`config.mk`:
```
export PLATFORM = sky130hd
export DESIGN_NAME = ponto_fixo_mult_seq_ctrl
export DESIGN_NICKNAME = d
export VERILOG_FILES = /design/src/rtl/ponto_fixo_mult_seq_ctrl.sv
export SDC_FILE = /design/constraint.sdc
export NUM_CORES = 1
export LEC_CHECK = 0
export ABC_AREA = 1
export CAP_MARGIN = 40
export CORE_AREA = 2 2 115 117
export CTS_CLUSTER_DIAMETER = 120
export DETAILED_ROUTE_END_ITERATION = 8
export DIE_AREA = 0 0 117 119
export DONT_BUFFER_PORTS = 1
export GPL_TIMING_DRIVEN = 1
export PLACE_DENSITY = 0.42
export SYNTH_ARGS = -nofsm -noshare
export SYNTH_HDL_FRONTEND = slang
export SYNTH_SLANG_ARGS = --single-unit
```
`constraint.sdc`:
```
create_clock -name clk -period 4.9 [get_ports clk]
set_input_delay 0.98 -clock clk [delete_from_list [all_inputs] [get_ports clk]]
set_output_delay 0.98 -clock clk [all_outputs]
set_load 0.01 [all_outputs]
```
`src/rtl/ponto_fixo_mult_seq_ctrl.sv`:
```
// Sequential unsigned fixed-point multiplier: N shift-and-add iterations on one
// 2N-bit adder, then round-half-up, scale by NFRAC and optionally saturate.
module ponto_fixo_mult_seq_ctrl #(
    parameter int N        = 8,
    parameter int NFRAC    = 3,
    parameter bit SATURATE = 1'b1
) (
    input  logic             clk,
    input  logic             rst_n,
    input  logic             in_valid,
    output logic             in_ready,
    input  logic [N-1:0]     a,
    input  logic [N-1:0]     b,
    output logic             out_valid,
    input  logic             out_ready,
    output logic [2*N-1:0]   p_raw,
    output logic [N-1:0]     p_qm_n,
    output logic             overflow,
    output logic             busy
);

    typedef enum logic [1:0] {IDLE, CALC, ROUND, DONE} state_t;

    localparam int                CNT_W    = $clog2(N);
    localparam logic [CNT_W-1:0]  CNT_LAST = CNT_W'(N - 1);
    localparam logic [2*N-1:0]    ONE      = 1;
    // Half an LSB of the scaled result; rounding adds it before the shift.
    localparam logic [2*N-1:0]    HALF     = (NFRAC == 0) ? '0
                                           : ONE << ((NFRAC == 0) ? 0 : NFRAC - 1);

    state_t           state;
    logic [2*N-1:0]   acc;
    logic [2*N-1:0]   mcand;
    logic [N-1:0]     mplier;
    logic [CNT_W-1:0] cnt;

    logic [2*N-1:0]   rounded;
    logic [2*N-1:0]   scaled;
    logic             scaled_ovf;

    assign rounded    = acc + HALF;
    assign scaled     = rounded >> NFRAC;
    assign scaled_ovf = |scaled[2*N-1:N];

    // in_ready depends on rst_n directly so it drops during reset without a cycle of lag.
    assign in_ready = rst_n && (state == IDLE);

    // NOTE: all state uses non-blocking assignments so every register sees pre-edge values.
    always_ff @(posedge clk) begin
        if (!rst_n) begin
            state     <= IDLE;
            acc       <= '0;
            mcand     <= '0;
            mplier    <= '0;
            cnt       <= '0;
            p_raw     <= '0;
            p_qm_n    <= '0;
            overflow  <= 1'b0;
            out_valid <= 1'b0;
            busy      <= 1'b0;
        end else begin
            case (state)
                IDLE: begin
                    if (in_valid) begin
                        mcand  <= {{N{1'b0}}, a};
                        mplier <= b;
                        acc    <= '0;
                        cnt    <= '0;
                        busy   <= 1'b1;
                        state  <= CALC;
                    end
                end
                CALC: begin
                    if (mplier[0]) acc <= acc + mcand;
                    mcand  <= mcand << 1;
                    mplier <= mplier >> 1;
                    cnt    <= cnt + 1'b1;
                    if (cnt == CNT_LAST) state <= ROUND;
                end
                ROUND: begin
                    overflow  <= scaled_ovf;
                    p_qm_n    <= (scaled_ovf && SATURATE) ? '1 : scaled[N-1:0];
                    p_raw     <= acc;
                    out_valid <= 1'b1;
                    busy      <= 1'b0;
                    state     <= DONE;
                end
                DONE: begin
                    if (out_ready) begin
                        out_valid <= 1'b0;
                        state     <= IDLE;
                    end
                end
                default: state <= IDLE;
            endcase
        end
    end

endmodule

```
# Word level (Yosys, flattened, before mapping)
# Index checks and enable logic that the tools add are counted.
[classes]
add_sub_neg = 3
n_eq_ne = 8
n_mux = 18
n_reduce_logical = 11
[ops]
columns = ["operator", "n"]
rows = [
  ["one-hot mux 16 bit (2 select lines)", 2],
  ["two-way mux 16 bit", 3],
  ["adder 16 bit", 1],
  ["adder 16 x 3 -> 16 bit (second input constant)", 1],
  ["two-way mux 8 bit", 2],
  ["one-hot mux 8 bit (2 select lines)", 1],
  ["!= test 2 bit (second input constant)", 4],
  ["one-hot mux 2 bit (4 select lines)", 1],
  ["two-way mux 2 bit", 3],
  ["one-hot mux 3 bit (2 select lines)", 1],
  ["AND reduction 2 bit", 3],
  ["AND reduction 3 bit", 2],
  ["nonzero test 2 bit", 3],
  ["OR reduction 5 bit", 1],
  ["== test 2 bit (second input constant)", 2],
  ["one-hot mux 1 bit (2 select lines)", 2],
  ["adder 3 x 1 -> 3 bit (second input constant)", 1],
  ["== test 3 bit (second input constant)", 1],
  ["two-way mux 3 bit", 1],
  ["== test 2 x 1 -> 1 bit (second input constant)", 1],
  ["logical NOT 2 bit", 1],
  ["two-way mux 1 bit", 2],
  ["logical AND 1 bit", 1],
]
[word_totals]
register_bits = 72
in_bits = 20
out_inout_bits = 28
elab_cells = 50

# Depth between registers and ports, before layout
# Gate-level depths: netlist (run 1).
[depth]
ltp_word = 3
depth_mapped = 11
ltp_nobuf = 11

# Least setup slack after synthesis (run 1)
# Ideal clock, no wire load.
[synth_path]
kind = "in2out"
startpoint = "input rst_n"
endpoint = "output in_ready"
arrival_time_ns = 1.335
required_ns = 3.920
slack_ns = 2.585
stages = 3
n_path_buf = 1
path_cell_list = "buf_1 > nand2_1 > inv_1"
[synth_via]
elab_chain_len = 1
[synth_rtl]
columns = ["element", "line_no", "text"]
rows = [
  ["start: declaration", "9", "input logic rst_n,"],
  ["logical AND 1 bit", "46", "assign in_ready = rst_n && (state == IDLE);"],
  ["end: declaration", "11", "output logic in_ready,"],
]
# Every way passes these cells.

# Worst setup path in the final report (run 1)
[layout_path]
startpoint = "register state[1]"
endpoint = "register acc[2]"
[layout_via]
elab_chain_len = 3
word_cells_on_any_way = 7
classes_between = "eq/ne (3); mux (1); reduce/logical (3)"
[layout_rtl]
columns = ["element", "line_no", "text"]
rows = [
  ["start: declaration", "31", "state_t state;"],
  ["start signal: assignment", "51", "state <= IDLE;"],
  ["start signal: assignment", "70", "state <= CALC;"],
  ["start signal: assignment", "78", "if (cnt == CNT_LAST) state <= ROUND;"],
  ["== test 2 x 1 -> 1 bit or logical NOT 2 bit (tied branches)", "62", "case (state)"],
  ["!= test 2 bit (no line) or nonzero test 2 bit (tied branches)", "--", ""],
  ["AND reduction 3 bit (no line)", "--", ""],
  ["end signal: assignment", "74", "if (mplier[0]) acc <= acc + mcand;"],
  ["end: declaration", "32", "logic [2*N-1:0] acc;"],
]
# Parallel ways exist; a longest one is shown, timed or not.
# A chain may end at the register's enable or synchronous reset.

==> results of run 1 <==
-- placed cells by master (no fill, tap or decap) --
master / instances
sky130_fd_sc_hd__nand2_1: 154
sky130_fd_sc_hd__dfxtp_1: 72
sky130_fd_sc_hd__nor2_1: 59
sky130_fd_sc_hd__inv_1: 58
sky130_fd_sc_hd__a21oi_1: 44
sky130_fd_sc_hd__o21ai_0: 39
sky130_fd_sc_hd__nand3_1: 30
sky130_fd_sc_hd__ha_1: 22
sky130_fd_sc_hd__a31oi_1: 14
sky130_fd_sc_hd__clkbuf_16: 9
sky130_fd_sc_hd__xor2_1: 7
sky130_fd_sc_hd__nor3_1: 6
sky130_fd_sc_hd__or2_2: 5
sky130_fd_sc_hd__inv_2: 4
sky130_fd_sc_hd__nand2_2: 4
sky130_fd_sc_hd__bufinv_16: 4
sky130_fd_sc_hd__nand3b_1: 3
sky130_fd_sc_hd__a211oi_1: 3
sky130_fd_sc_hd__nor2_4: 2
sky130_fd_sc_hd__a22oi_1: 2
sky130_fd_sc_hd__nand4_1: 2
sky130_fd_sc_hd__clkinv_2: 2
sky130_fd_sc_hd__buf_4: 2
sky130_fd_sc_hd__o21ai_4: 1
sky130_fd_sc_hd__nor2_2: 1
sky130_fd_sc_hd__o21ai_2: 1
sky130_fd_sc_hd__a21oi_2: 1
sky130_fd_sc_hd__nand3_4: 1
sky130_fd_sc_hd__xnor2_1: 1
sky130_fd_sc_hd__o221ai_1: 1
sky130_fd_sc_hd__nor3_2: 1
sky130_fd_sc_hd__a21oi_4: 1
sky130_fd_sc_hd__a21boi_0: 1
sky130_fd_sc_hd__o21ai_1: 1
sky130_fd_sc_hd__and2_1: 1
sky130_fd_sc_hd__fa_1: 1
sky130_fd_sc_hd__clkbuf_8: 1
sky130_fd_sc_hd__buf_16: 1
-- worst paths after layout --
kind / startpoint / slack (ps) / end
min reg2reg: mplier[1] / 470 / mplier[0]
max: state[1] / 1820 / acc[2]
max reg2reg: state[1] / 1820 / acc[2]
min: mplier[1] / 470 / mplier[0]
-- state kept, by name, summed over array words and instances (netlist names), 2 cells and up --
register / count
mcand: 16
p_raw: 16
state: 2
mplier: 8
cnt: 3
p_qm_n: 8
acc: 16
-- layout make-up --
class                      instances  area, um^2  share of cell area [%]
multi-input combinational        409        2110                    47.8
sequential                        72        1440                    32.6
clock buffer                      10         239                    5.41
inverter                          62         233                    5.27
tap                              176         220                    4.99
clock inverter                     6         130                    2.95
timing repair buffer               3        42.5                   0.963
-- worst register-to-register path: stages, from the launching register on --
cell,delay [ps]
sky130_fd_sc_hd__dfxtp_1,330
sky130_fd_sc_hd__inv_1,100
sky130_fd_sc_hd__ha_1,630
sky130_fd_sc_hd__inv_2,370
sky130_fd_sc_hd__o21ai_4,640
sky130_fd_sc_hd__inv_2,290
sky130_fd_sc_hd__a21oi_4,220
sky130_fd_sc_hd__inv_2,160
sky130_fd_sc_hd__o21ai_0,180
sky130_fd_sc_hd__a21oi_1,50
-- report_power, final --
| part | leakage (nW) | internal (mW) | switching [mW] | total [mW] |
|---|---|---|---|---|
| clock network | 0.182 | 0.561 | 0.248 | 0.809 |
| logic | 1.23 | 0.205 | 0.451 | 0.655 |
| registers | 0.588 | 0.729 | 0.133 | 0.862 |
| total | 2.00 | 1.49 | 0.832 | 2.33 |
-- through the flow --
stage / total power [mW] / instances / worst slack [ps]
2_1_floorplan: 1.39 / 565 / 2580
3_3_place_gp: 1.52 / 720 / 1900
3_5_place_dp: 1.54 / 722 / 1800
4_1_cts: 2.37 / 738 / 1730
5_1_grt: 2.50 / 738 / 1460
6_report: 2.33 / 738 / 1820
-- metal layers --
layer	vias to the layer above	GRT usage, %
li1	1818	-
met1	1624	19.4
met2	48	27.0
met3	10	4.53
met4	0	4.71
met5	-	0
-- cell families after synthesis --
logic type | share of synthesized area, %
AO/OA/AOI/OAI | 15.7
adder cells (fa/ha/maj) | 7.60
buffers and inverters | 8.57
AND/OR/NAND/NOR | 29.2
XOR/XNOR | 1.80
flip-flops | 37.1
==> impl_metrics.py, run 1 <==
metrics = {
    "timing": {
        "unrepaired_setup_endpoints_after_global_routing": "no",
        "timing.max_slew.rel_slack_pct": 45.3,
        "achievable-frequency_mhz": 324,
        "finalCritPeriodShare_pct": 62.9,
        "accumulated_negative_setup_slack_ps": 0,
        "finalHoldWorstSlack_ps": 469,
        "finalMaxSlewViolations": 0,
        "period_needed_ps": 3080,
        "final_hold_viol_count": 0,
        "clock_skew_ps": 4.77,
        "worst_pin_slew_ps": 817,
        "setup_viol": 0,
    },
    "detailed_routing": {
        "initialDrtViolationCount": 145,
        "avgViaCountPerCell": 4.74,
        "route.detailed.wl_per_inst_um": 13.9,
        "route.layer.met1.wl_um": 4600,
        "dr.pass1.iters": 4,
        "wl_met2_um": 5120,
        "highest_layer": "met4",
        "met3RoutedLength_um": 400,
        "detailroute.via_count": 3500,
        "antenna_violating_nets_post_route": 0,
        "route.detailed.drc": 0,
        "wl_um": 10300,
    },
    "clocking": {
        "ctsHoldBuffers": 0,
        "cts.clk_slew.worst_paths_ps": 60,
        "ctsHtreeMaxLevel": 3,
        "cts.root.buffer_cell": "sky130_fd_sc_hd__clkbuf_16",
        "cts_tree": "built",
        "postCtsSetupBuffers": 0,
        "cts.repair.resized": 0,
        "clockBufferDepth": 2,
        "cts.sink_count": 72,
        "cts-buffers-inserted": 9,
        "clkLatencyLatePin_ps": 330,
    },
    "finish": {
        "final_net_count": 600,
        "final_core_utilization_pct": 34.3,
        "fillCellCount": 1417,
        "synthToLayoutAreaGrowth_pct": 13.7,
        "finish.instance_area_um2": 4420,
        "drive_gt1_share_pct": 7.30,
        "insertedDiodeCount": 0,
    },
    "grt": {
        "grt.total_usage_pct": 15.9,
        "first_global_vias": 3506,
        "grt_max_degree": 42,
        "grt_pass1_wl_um": 17300,
        "antenna_found_initial": 0,
        "grt_remaining_overflow": 0,
    },
    "synth": {
        "synth-async-reset-ratio_pct": 0,
        "syn-mean-instance-area_um2": 6.88,
        "ys_seq_elements": 72,
        "syn_area_um2": 3880,
        "synth_flop_cell": "sky130_fd_sc_hd__dfxtp_1",
        "netlist_top_cells_area": "sky130_fd_sc_hd__dfxtp_1, sky130_fd_sc_hd__nand2_1, sky130_fd_sc_hd__ha_1, sky130_fd_sc_hd__nor2_1, sky130_fd_sc_hd__a21oi_1",
        "ys_seq_area_share_pct": 37.1,
        "synthesis.instances": 565,
        "synth_warnings": 0,
        "synth_enable_flop_cells": 0,
        "synth_largest_area_cell": "sky130_fd_sc_hd__dfxtp_1",
        "postSynthNetCount": 608,
        "synth_top_area_share_pct": 37.1,
        "most_frequently_used_cell_type_in_the_post_synthesis_netlist": "sky130_fd_sc_hd__nand2_1",
        "synth_commonest_cells": "sky130_fd_sc_hd__nand2_1, sky130_fd_sc_hd__dfxtp_1, sky130_fd_sc_hd__nor2_1",
        "ys_types": 37,
    },
    "floorplanning": {
        "die-area_um2": 13900,
        "number_of_top_level_design_ports": 48,
        "chipHeight_um": 119,
        "fp.dieW_um": 117,
        "floorplan.initialDensity_pct": 30.2,
        "std_cell_rows": 42,
        "core_area_um2": 12900,
    },
    "worst_setup_path": {
        "startpoint_class": "flip-flop",
        "critical_path_buf_inv_count": 4,
        "worstPathCellList": "inv_1, ha_1, inv_2, o21ai_4, inv_2, a21oi_4, inv_2, o21ai_0, a21oi_1",
        "path_class": "reg -> reg",
        "worst_r2r_path_depth": 9,
        "critical_path_arrival_ps": 3300,
        "critPathTopFamily": "compound AO/OA/AOI/OAI gates",
        "critPathMostFrequentCell": "sky130_fd_sc_hd__inv_2",
        "worstSetupPathDepth": 9,
        "timing.critical_path.required_ps": 5110,
        "slowest_delay_ps": 640,
        "crit_path_end_kind": "flip-flop",
        "worst_path_max_delay_cell": "sky130_fd_sc_hd__o21ai_4",
        "cp_max_fo": 32,
    },
    "place": {
        "detailed_place.area_um2": 4050,
        "detailedPlacementHpwl_um": 7670,
        "port_buffers": 0,
        "finalWeightedCongestion": 0.806,
    },
    "run_status": {
        "result_of_the_run": "completed",
    },
    "pwr": {
        "vdd.ir_drop.worst_uv": 303,
        "power.leakage_nw": 2.00,
        "pwr_density_cell_nw_per_um2": 527,
    },
    "hold_path": {
        "min-delay-path-class": "reg -> reg",
        "hold_path_depth": 2,
    },
    "run": {
        "maxCapViolations": 0,
    },
}
Power figures use the tool's default switching activity.
==> run 2: changes to the inputs <==
--- a/config.mk
+++ b/config.mk
@@ -13,7 +13,7 @@
 export DIE_AREA = 0 0 117 119
 export DONT_BUFFER_PORTS = 1
 export GPL_TIMING_DRIVEN = 1
-export PLACE_DENSITY = 0.42
+export PLACE_DENSITY = 0.44
 export SYNTH_ARGS = -nofsm -noshare
 export SYNTH_HDL_FRONTEND = slang
 export SYNTH_SLANG_ARGS = --single-unit
==> constraint.sdc (replaced) <==
create_clock -name clk -period 2.56 [get_ports clk]
set_input_delay 0.512 -clock clk [delete_from_list [all_inputs] [get_ports clk]]
set_output_delay 0.512 -clock clk [all_outputs]
set_load 0.01 [all_outputs]
==> impl_metrics.py, run 2 (same netlist as run 1, synthesis figures left out) <==
metrics = {
    "finish": {
        "synthToLayoutAreaGrowth_pct": 15.4,
        "drive_gt1_share_pct": 8.44,
        "mostFrequentLayoutCells": "sky130_fd_sc_hd__nand2_1, sky130_fd_sc_hd__dfxtp_1, sky130_fd_sc_hd__nor2_1",
        "insertedDiodeCount": 0,
        "reg.largest.list": "acc x16, mcand x16, p_raw x16",
        "final-instance-count-excl-fill": 745,
        "most_common_cell_after_layout_fill_and_taps_aside": "sky130_fd_sc_hd__nand2_1",
        "final_net_count": 607,
        "final_core_utilization_pct": 34.8,
    },
    "timing": {
        "unrepaired_setup_endpoints_after_global_routing": "no",
        "clock_skew_ps": 8.12,
        "final_hold_viol_count": 0,
        "finalCritPeriodShare_pct": 83.5,
        "setup_viol": 0,
        "period_needed_ps": 2140,
        "achievable-frequency_mhz": 468,
        "accumulated_negative_setup_slack_ps": 0,
        "worst_pin_slew_ps": 666,
        "final_critical_path_setup_slack_ps": 423,
        "timing.max_slew.rel_slack_pct": 55.6,
        "finalMaxSlewViolations": 0,
    },
    "worst_setup_path": {
        "crit_path_end_kind": "flip-flop",
        "timing.critical_path.required_ps": 2790,
        "critical_path_arrival_ps": 2360,
        "path_class": "reg -> reg",
        "startpoint_class": "flip-flop",
        "cp_max_fo": 17,
    },
    "detailed_routing": {
        "highest_layer": "met4",
        "antenna_violating_nets_post_route": 0,
        "route.detailed.wl_per_inst_um": 14.0,
        "route.layer.met1.wl_um": 4710,
        "met3RoutedLength_um": 458,
        "initialDrtViolationCount": 139,
        "avgViaCountPerCell": 4.64,
        "route.detailed.drc": 0,
        "detailroute.via_count": 3454,
        "wl_met2_um": 5160,
        "wl_um": 10400,
        "dr.pass1.iters": 4,
    },
    "clocking": {
        "ctsHtreeMaxLevel": 3,
        "cts_tree": "built",
        "clockBufferDepth": 2,
        "cts.sink_count": 72,
        "postCtsSetupBuffers": 0,
        "cts-buffers-inserted": 9,
        "cts.clk_slew.worst_paths_ps": 60,
        "clkLatencyLatePin_ps": 340,
        "cts.root.buffer_cell": "sky130_fd_sc_hd__clkbuf_16",
        "cts.repair.resized": 0,
        "ctsHoldBuffers": 0,
    },
    "grt": {
        "first_global_vias": 3463,
        "grt_max_degree": 42,
        "antenna_found_initial": 0,
        "grt_pass1_wl_um": 17200,
        "grt.total_usage_pct": 15.8,
        "grt_remaining_overflow": 0,
    },
    "place": {
        "post-place-cells": 728,
        "port_buffers": 0,
        "finalWeightedCongestion": 0.870,
        "place_worst_setup_slack_ps": 226,
        "detailedPlacementHpwl_um": 7620,
    },
    "floorplanning": {
        "core_area_um2": 12900,
        "number_of_top_level_design_ports": 48,
        "std_cell_rows": 42,
        "chipHeight_um": 119,
        "fp.dieW_um": 117,
        "die-area_um2": 13900,
        "floorplan.initialDensity_pct": 30.2,
    },
    "pwr": {
        "pwr_density_cell_nw_per_um2": 1040,
        "vdd.ir_drop.worst_uv": 686,
        "power.leakage_nw": 2.03,
    },
    "run_status": {
        "result_of_the_run": "completed",
    },
    "hold_path": {
        "min-delay-path-class": "in -> reg",
    },
    "run": {
        "maxCapViolations": 0,
    },
}
-- run 2: cell count changes in the layout (fill, tap and decap cells not counted) --
cell and change:
sky130_fd_sc_hd__o21ai_2 +1, sky130_fd_sc_hd__bufinv_16 +1, sky130_fd_sc_hd__clkbuf_8 +1, sky130_fd_sc_hd__buf_16 -1, sky130_fd_sc_hd__clkinv_2 -2, sky130_fd_sc_hd__buf_4 +7
-- run 2: where the power goes --
group / total, mW / switching, mW / internal [mW]
clock: 1.70 / 0.495 / 1.20
sequential: 1.64 / 0.246 / 1.39
combinational: 1.34 / 0.913 / 0.432
-- run 2: area by class of cell --
class,count,area (um^2)
inverter,62,233
clock buffer,11,253
fill,1373,8390
tap,176,220
clock inverter,5,150
timing repair buffer,9,67.6
sequential,72,1440
multi-input combinational,410,2120
-- run 2: metal layers --
metal,vias up,GRT usage [%]
li1,1833,-
met1,1569,19.5
met2,47,26.5
met3,5,4.33
met4,0,5.07
met5,-,0
-- run 2: final timing paths --
kind	start	endpoint	slack (ps)	cells after the start
worst max register to register	state[0]	acc[2]	420	10
worst min-delay path	rst_n	p_raw[0]	310	2
worst min register to register	cnt[0]	cnt[0]	450	1
worst max-delay path	state[0]	acc[2]	420	10
-- run 2: per-stage QoR --
stage	total power [mW]	hold WS [ps]	area (um^2)
after floorplan	2.65	429	3880
after global placement	2.95	447	4070
after detailed placement	2.99	451	4070
after CTS	4.71	294	4480
after global routing	5.01	302	4480
final	4.68	309	4480
-- run 2: critical path, cell delays in order (launching register included) --
cell	delay (ps)
sky130_fd_sc_hd__dfxtp_1	330
sky130_fd_sc_hd__inv_1	100
sky130_fd_sc_hd__ha_1	290
sky130_fd_sc_hd__buf_4	180
sky130_fd_sc_hd__nand2_2	90
sky130_fd_sc_hd__o21ai_4	190
sky130_fd_sc_hd__inv_2	250
sky130_fd_sc_hd__a21oi_4	190
sky130_fd_sc_hd__inv_2	140
sky130_fd_sc_hd__o21ai_0	190
sky130_fd_sc_hd__a21oi_1	50
==> run 3: changes to the inputs <==
--- a/config.mk
+++ b/config.mk
@@ -13,7 +13,7 @@
 export DIE_AREA = 0 0 117 119
 export DONT_BUFFER_PORTS = 1
 export GPL_TIMING_DRIVEN = 1
-export PLACE_DENSITY = 0.44
+export PLACE_DENSITY = 0.42
 export SYNTH_ARGS = -nofsm -noshare
 export SYNTH_HDL_FRONTEND = slang
 export SYNTH_SLANG_ARGS = --single-unit
==> constraint.sdc (replaced) <==
create_clock -name clk -period 2.1 [get_ports clk]
set_input_delay 0.42 -clock clk [delete_from_list [all_inputs] [get_ports clk]]
set_output_delay 0.42 -clock clk [all_outputs]
set_load 0.01 [all_outputs]
==> impl_metrics.py, run 3 (same netlist as run 1, synthesis figures left out) <==
metrics = {
    "clocking": {
        "clkLatencyLatePin_ps": 340,
        "cts.root.buffer_cell": "sky130_fd_sc_hd__clkbuf_16",
        "cts-buffers-inserted": 9,
        "cts.repair.resized": 0,
        "ctsHoldBuffers": 0,
        "cts.clk_slew.worst_paths_ps": 60,
        "ctsHtreeMaxLevel": 3,
        "cts.sink_count": 72,
        "cts_tree": "built",
        "postCtsSetupBuffers": 0,
        "clockBufferDepth": 2,
    },
    "grt": {
        "grt_remaining_overflow": 0,
        "antenna_found_initial": 0,
        "grt_max_degree": 42,
        "grt.total_usage_pct": 16.0,
        "first_global_vias": 3515,
        "grt_pass1_wl_um": 17200,
    },
    "detailed_routing": {
        "highest_layer": "met4",
        "wl_met2_um": 5030,
        "route.detailed.wl_per_inst_um": 13.7,
        "avgViaCountPerCell": 4.69,
        "detailroute.via_count": 3510,
        "wl_um": 10200,
        "met3RoutedLength_um": 423,
        "antenna_violating_nets_post_route": 0,
        "dr.pass1.iters": 4,
        "route.layer.met1.wl_um": 4660,
        "route.detailed.drc": 0,
        "initialDrtViolationCount": 179,
    },
    "timing": {
        "timing.max_slew.rel_slack_pct": 76.0,
        "worst_pin_slew_ps": 359,
        "finalMaxSlewViolations": 0,
        "unrepaired_setup_endpoints_after_global_routing": "no",
        "setup_viol": 0,
        "clock_skew_ps": 7.42,
        "finalCritPeriodShare_pct": 85.1,
        "final_hold_viol_count": 0,
        "period_needed_ps": 1790,
        "accumulated_negative_setup_slack_ps": 0,
        "achievable-frequency_mhz": 560,
    },
    "finish": {
        "final_core_utilization_pct": 34.7,
        "mostFrequentLayoutCells": "sky130_fd_sc_hd__nand2_1, sky130_fd_sc_hd__dfxtp_1, sky130_fd_sc_hd__nor2_1",
        "most_common_cell_after_layout_fill_and_taps_aside": "sky130_fd_sc_hd__nand2_1",
        "reg.largest.list": "acc x16, mcand x16, p_raw x16",
        "drive_gt1_share_pct": 8.90,
        "final_net_count": 611,
        "insertedDiodeCount": 0,
        "synthToLayoutAreaGrowth_pct": 15.0,
    },
    "floorplanning": {
        "die-area_um2": 13900,
        "fp.dieW_um": 117,
        "number_of_top_level_design_ports": 48,
        "std_cell_rows": 42,
        "chipHeight_um": 119,
        "floorplan.initialDensity_pct": 30.2,
        "core_area_um2": 12900,
    },
    "place": {
        "finalWeightedCongestion": 0.826,
        "detailedPlacementHpwl_um": 7540,
        "port_buffers": 0,
    },
    "pwr": {
        "pwr_density_cell_nw_per_um2": 1220,
        "power.leakage_nw": 2.03,
        "vdd.ir_drop.worst_uv": 777,
    },
    "run": {
        "maxCapViolations": 0,
    },
    "hold_path": {
        "min-delay-path-class": "in -> reg",
    },
    "worst_setup_path": {
        "critical_path_arrival_ps": 2000,
        "cp_max_fo": 4,
        "path_class": "reg -> reg",
        "crit_path_end_kind": "flip-flop",
        "startpoint_class": "flip-flop",
        "timing.critical_path.required_ps": 2320,
    },
    "run_status": {
        "result_of_the_run": "completed",
    },
}
run 3: cell types whose count changed in the layout (fill, tap and decap cells not counted), sizes merged:
cell    change
buf         +5
bufinv      -2
clkinv      +2
o21ai       -1
run 3: path summary, 6_finish.rpt:
check,slack (ps),cells after the start,start,to
min reg2reg,470,1,cnt[0],cnt[0]
max,310,11,acc[0],acc[12]
min,220,2,rst_n,p_raw[7]
max reg2reg,310,11,acc[0],acc[12]
run 3: layer usage:
layer	GRT usage, %	vias up
met5	0	-
met4	4.41	0
met3	5.45	10
met2	27.5	38
met1	18.8	1629
li1	-	1833
run 3: final cells by class:
type                            instances  area [um^2]
Clock buffer                           11          243
Clock inverter                          5          104
Fill cell                            1399         8410
Inverter                               62          233
Multi-Input combinational cell        409         2110
Sequential cell                        72         1440
Tap cell                              176          220
Timing Repair Buffer                   14          118
run 3: where the power goes:
group | switching (mW) | leakage [nW] | total, mW | internal (mW)
logic | 1.10 | 1.28 | 1.66 | 0.562
registers | 0.304 | 0.588 | 2.00 | 1.70
clock network | 0.596 | 0.170 | 1.79 | 1.19
total | 2.00 | 2.03 | 5.45 | 3.45
run 3: worst max-delay path: stages (launching register included):
cell                      delay, ps
sky130_fd_sc_hd__dfxtp_1        360
sky130_fd_sc_hd__ha_1           180
sky130_fd_sc_hd__inv_1           60
sky130_fd_sc_hd__fa_1           390
sky130_fd_sc_hd__inv_1          100
sky130_fd_sc_hd__nand3_1         70
sky130_fd_sc_hd__nand3_1        150
sky130_fd_sc_hd__nand3_1        110
sky130_fd_sc_hd__nand3_1         80
sky130_fd_sc_hd__nand2_1         50
sky130_fd_sc_hd__nand3_1         70
sky130_fd_sc_hd__a21oi_1         60
run 3: metrics by stage:
stage	hold slack, ps	setup slack, ps	cell area (um^2)	cells	power [mW]
global route	203	139	4470	749	5.85
CTS	202	281	4470	749	5.55
detailed placement	453	292	4120	733	3.72
finish	216	314	4470	749	5.45
floorplan	429	501	3880	565	3.24
global placement	444	261	4120	732	3.68
==> edit 1, RTL diff (settings of run 1) <==
Re-encode `state_t` (4 states) as Gray code, 2 bits wide.
--- a/src/rtl/ponto_fixo_mult_seq_ctrl.sv
+++ b/src/rtl/ponto_fixo_mult_seq_ctrl.sv
@@ -20,5 +20,5 @@
 );
 
-    typedef enum logic [1:0] {IDLE, CALC, ROUND, DONE} state_t;
+    typedef enum logic [1:0] {IDLE = 2'b00, CALC = 2'b01, ROUND = 2'b11, DONE = 2'b10} state_t;
 
     localparam int                CNT_W    = $clog2(N);
Formal check against the unedited RTL: no difference found for any inputs over 10 cycles, from zero or initial values and one cycle with rst_n low; not proved beyond that.
==> edit 1 against run 1 <==
Setup slack better by 0.52 ns. Wire length shrank 8.5%. Sequential share of layout area rose by 1.4 points. Cell area is 4.0% lower. Sequential cell count is the same. Synthesized area shrank 1.3%. Core utilization shrank 1.4 points.
Power is not compared: it rests on default switching activity, and its combinational part moved more than twofold at a synthesized area within 25%.
==> edit 1: results (changes against run 1) <==
Placed design
  • GPL Wtd Cong: 0.7691 (-4.6%)
  • Placed Cells incl. Taps: 713 (-1.2%)
  • Post-DP HPWL: 6959 um (-9.3%)
  • Pre-CTS setup slack: 2.326 ns (+0.5308 ns)
  • Cell Area, Placed: 0.003940 mm^2 (-2.7%)

STA
  • Worst-margin pin slew: 0.7853 ns (-0.03182 ns)
  • Worst Skew: 0.006691 ns (+0.001922 ns)

Global route
  • Met3 usage: 3.766% (-0.76 points)
  • Met2 Usage GRT: 24.10% (-2.9 points)
  • First-pass GRT wire length: 15860 um (-8.5%)
  • GRT met1 Usage: 18.31% (-1.1 points)
  • Vias in the first global route: 3253 (-7.2%)
  • GRT Util Overall: 14.51% (-1.4 points)

Clocking
  • Root buffer cell: clkbuf_16
  • CTS Buf Count: 9 (unchanged)

Status
  • Status: finished clean

Synthesis
  • Adder-cell share of the synthesized area: 6.393% (-1.2 points)
  • XOR/XNOR Fraction of Synth Area: 1.598% (-0.21 points)
  • Mean Syn Cell Area: 6.887 um^2 (+0.16%)
  • Synth cell count leaders: 157 x nand2_1, 72 x dfxtp_1, 58 x nor2_1
  • Mapped Nets: 596 (-2.0%)
  • Post-synthesis sequential area ratio: 37.57% (+0.47 points)
  • Dominant cells by area after synthesis: dfxtp_1 38%, nand2_1 15%, a21oi_1 5.9%
  • Compound-Gate Fraction of Synth Area: 15.26% (-0.48 points)

Setup path
  • CP top delay family: simple AND/OR/NAND/NOR gates
  • Slowest cell on the critical path: nor3_1
  • Delay of the slowest cell on the worst path: 0.34 ns (-0.30 ns)
  • Crit path DAT: 1.58 ns (-1.72 ns)
  • Worst Path Max Fanout: 41 (+28%)

Final layout
  • Share of cells above drive strength 1: 6.872% (-0.42 points)
  • Fill cell count: 1443 (+1.8%)
  • Final net count: 587 (-2.2%)

Drt
  • Vias/cell: 4.630 (-2.4%)
  • Metal3 WL: 413 um (+3.3%)
  • M1 WL: 4219 um (-8.4%)
  • Met2 wire len: 4624 um (-9.6%)
  • Router iterations before antenna repair: 5 (+1)
  • Final WL: 9388 um (-8.5%)
  • Drt first-iter violations: 181 (+25%)
  • Via count: 3375 (-3.6%)

Power
  • Clock Power Share: 47.8%
  • Total power draw: roughly 1.4 mW
  • Sequential power share: 44.5%
edit 1: area by class of cell:
| cell class | count | share of cell area, % |
|---|---|---|
| Multi-Input combinational cell | 403 | 48.10 |
| Timing Repair Buffer | 1 | 0.1770 |
| Tap cell | 176 | 5.193 |
| Clock inverter | 3 | 0.9442 |
| Clock buffer | 13 | 6.138 |
| Inverter | 61 | 5.459 |
| Sequential cell | 72 | 33.99 |
edit 1: kinds of logic after synthesis:
family / Yosys count
simple gates: 268
fa+ha+maj: 19
buf+inv: 82
compound gates: 109
xor+xnor: 7
flops: 72
edit 1: final timing paths:
| check | start | end | slack, ns | cells after the start |
|---|---|---|---|---|
| max | rst_n | in_ready | 2.34 | 3 |
| max reg2reg | state[0]$_SDFFE_PN0P_ | acc[2]$_SDFFE_PN0P_ | 2.81 | 6 |
| min | mplier[7]$_SDFFE_PN0P_ | mplier[7]$_SDFFE_PN0P_ | 0.47 | 2 |
| min reg2reg | mplier[7]$_SDFFE_PN0P_ | mplier[7]$_SDFFE_PN0P_ | 0.47 | 2 |
==> edit 2, RTL diff (config.mk and constraints of run 1) <==
Made on the original files. Change the parameter `SATURATE` from 1'b1 to 1'b0.
--- a/src/rtl/ponto_fixo_mult_seq_ctrl.sv
+++ b/src/rtl/ponto_fixo_mult_seq_ctrl.sv
@@ -4,5 +4,5 @@
     parameter int N        = 8,
     parameter int NFRAC    = 3,
-    parameter bit SATURATE = 1'b1
+    parameter bit SATURATE = 1'b0
 ) (
     input  logic             clk,
Formal check against the unedited RTL: same outputs for any inputs over 10 cycles, from zero or initial values and one cycle with rst_n low; that may be too few to reach the edited logic, so the function may still have changed.
==> edit 2 against run 1 <==
Fmax increased by 4.4%. Sequential cell count unchanged. Clock skew increased by 0.0020 ns. Combinational power down 12%. First-iteration DRC count up 54%. Wire length fell by 0.86%. Total power is 6.5% lower. Synthesized area grew 1.3%. Cell area is 0.31% higher. Synthesized cell count is 3.0% higher. Setup slack gained 0.13 ns.
==> edit 2: results (changes against run 1) <==
Synthesis
  • Mapped Nets: 625 (+2.8%)
  • Post-synthesis sequential area ratio: 36.62% (-0.48 points)
  • Synth cell count leaders: 174 x nand2_1, 72 x dfxtp_1, 68 x inv_1
  • Post-synth cell types: 38 (+2.7%)
  • Main flop type after synthesis: dfxtp_1
  • Dominant cells by area after synthesis: dfxtp_1 37%, nand2_1 17%, a21oi_1 7.2%
  • Synth Instances: 582 (+3.0%)

Clocking
  • Clock transition at path regs: 0.06 ns (about the same)
  • Post-CTS Setup Bufs: 0 (unchanged)

Global route
  • Largest net degree at the start of global routing: 41 (-2.4%)
  • GRT Util Overall: 15.92% (about the same)
  • Initial antenna violation count: 0 (unchanged)
  • Vias in the first global route: 3347 (-4.5%)
  • First-pass GRT wire length: 17150 um (-1.1%)

Final layout
  • Final net count: 616 (+2.7%)
  • Share of cells above drive strength 1: 5.536% (-1.8 points)

Placed design
  • Pre-CTS setup slack: 1.875 ns (+0.07980 ns)
  • GPL Wtd Cong: 0.7698 (-4.5%)
  • Post-DP HPWL: 7593 um (-0.98%)
  • Placed Cells incl. Taps: 738 (+2.2%)

Status
  • Status: finished clean

Drt
  • Drt wl/cell: 13.49 um (-3.0%)
  • Vias/cell: 4.660 (-1.7%)
  • Via count: 3514 (+0.40%)
  • Drt first-iter violations: 224 (+54%)

STA
  • Worst Skew: 0.006725 ns (+0.001956 ns)
  • Worst-margin pin slew: 0.6722 ns (-0.1449 ns)

Worst hold path
  • Hold Path Sink: mplier[0]$_SDFFE_PN0P_
  • Cells on Worst Hold Path: 2 (unchanged)
  • HP Class: flip-flop to flip-flop
  • Hold path startpoint: mplier[1]$_SDFFE_PN0P_

Setup path
  • Crit path DAT: 3.15 ns (-0.15 ns)
  • Worst r2r dst: acc[7]$_SDFFE_PN0P_
  • Worst r2r path cells: 9 (unchanged)

Power
  • Max VDD drop: 300.3 uV (-0.75%)
  • Pint: 1.406 mW (-5.9%)
## edit 2: layout make-up
cell class / instances / area, um^2
fillers: 1399 / 8444
multi-input cells: 415 / 2121
flip-flops and latches: 72 / 1441
inverters: 72 / 270.3
clock buffers: 11 / 252.7
well taps: 176 / 220.2
clock inverters: 5 / 102.6
repair buffers: 3 / 22.52
## edit 2: worst max path at each step
stage                          start                    to  slack (ns)  cells past startpoint
2_1_floorplan                  rst_n              in_ready        2.58                      3
5_1_grt        state[1]$_SDFFE_PN0P_   acc[7]$_SDFFE_PN0P_        1.51                      9
4_1_cts        state[1]$_SDFFE_PN0P_   acc[7]$_SDFFE_PN0P_        1.88                      9
6_report       state[1]$_SDFFE_PN0P_   acc[7]$_SDFFE_PN0P_        1.95                      9
3_5_place_dp   state[1]$_SDFFE_PN0P_  acc[14]$_SDFFE_PN0P_        1.87                      9
3_3_place_gp   state[1]$_SDFFE_PN0P_  acc[11]$_SDFFE_PN0P_        1.96                      9
## edit 2: per-layer routing
metal	track usage, %	up-vias	wire length (um)
li1	-	1868	-
met1	20.11	1584	4711
met2	25.65	49	4884
met3	5.191	13	418
met4	4.853	0	156
met5	0	-	0
## edit 2: cells by family after synthesis
group	Yosys count	share of synthesized area (%)
DFF	72	36.62
and+or+nand+nor	265	27.88
buffers and inverters	95	9.504
AOI/OAI and AO/OA	119	16.72
adders and majority gates	23	7.502
xor gates and xnor gates	8	1.780
## edit 2: critical path, stage by stage, from the launching register on
cell     delay (ns)
dfxtp_1        0.33
inv_1          0.10
ha_1           0.59
inv_2          0.35
o21ai_4        0.62
inv_2          0.27
a21oi_4        0.23
inv_2          0.16
nand2_1        0.10
a21oi_1        0.06
## edit 2: stage by stage
step           cell area (um^2)  hold slack, ns  utilization (%)
2_1_floorplan              3936          0.4289                -
3_3_place_gp               4068          0.4587            31.59
3_5_place_dp               4075          0.4616            31.65
4_1_cts                    4431          0.4707            34.41
5_1_grt                    4431          0.4929            34.41
6_report                   4431          0.4670            34.41
## edit 2: power by group through the flow
stage	clock [mW]	combinational (mW)	sequential (mW)
after global routing	0.827	0.684	0.835
after global placement	0	0.582	0.829
after detailed placement	0	0.591	0.832
after CTS	0.804	0.593	0.819
after floorplan	0	0.502	0.798
final	0.780	0.579	0.816
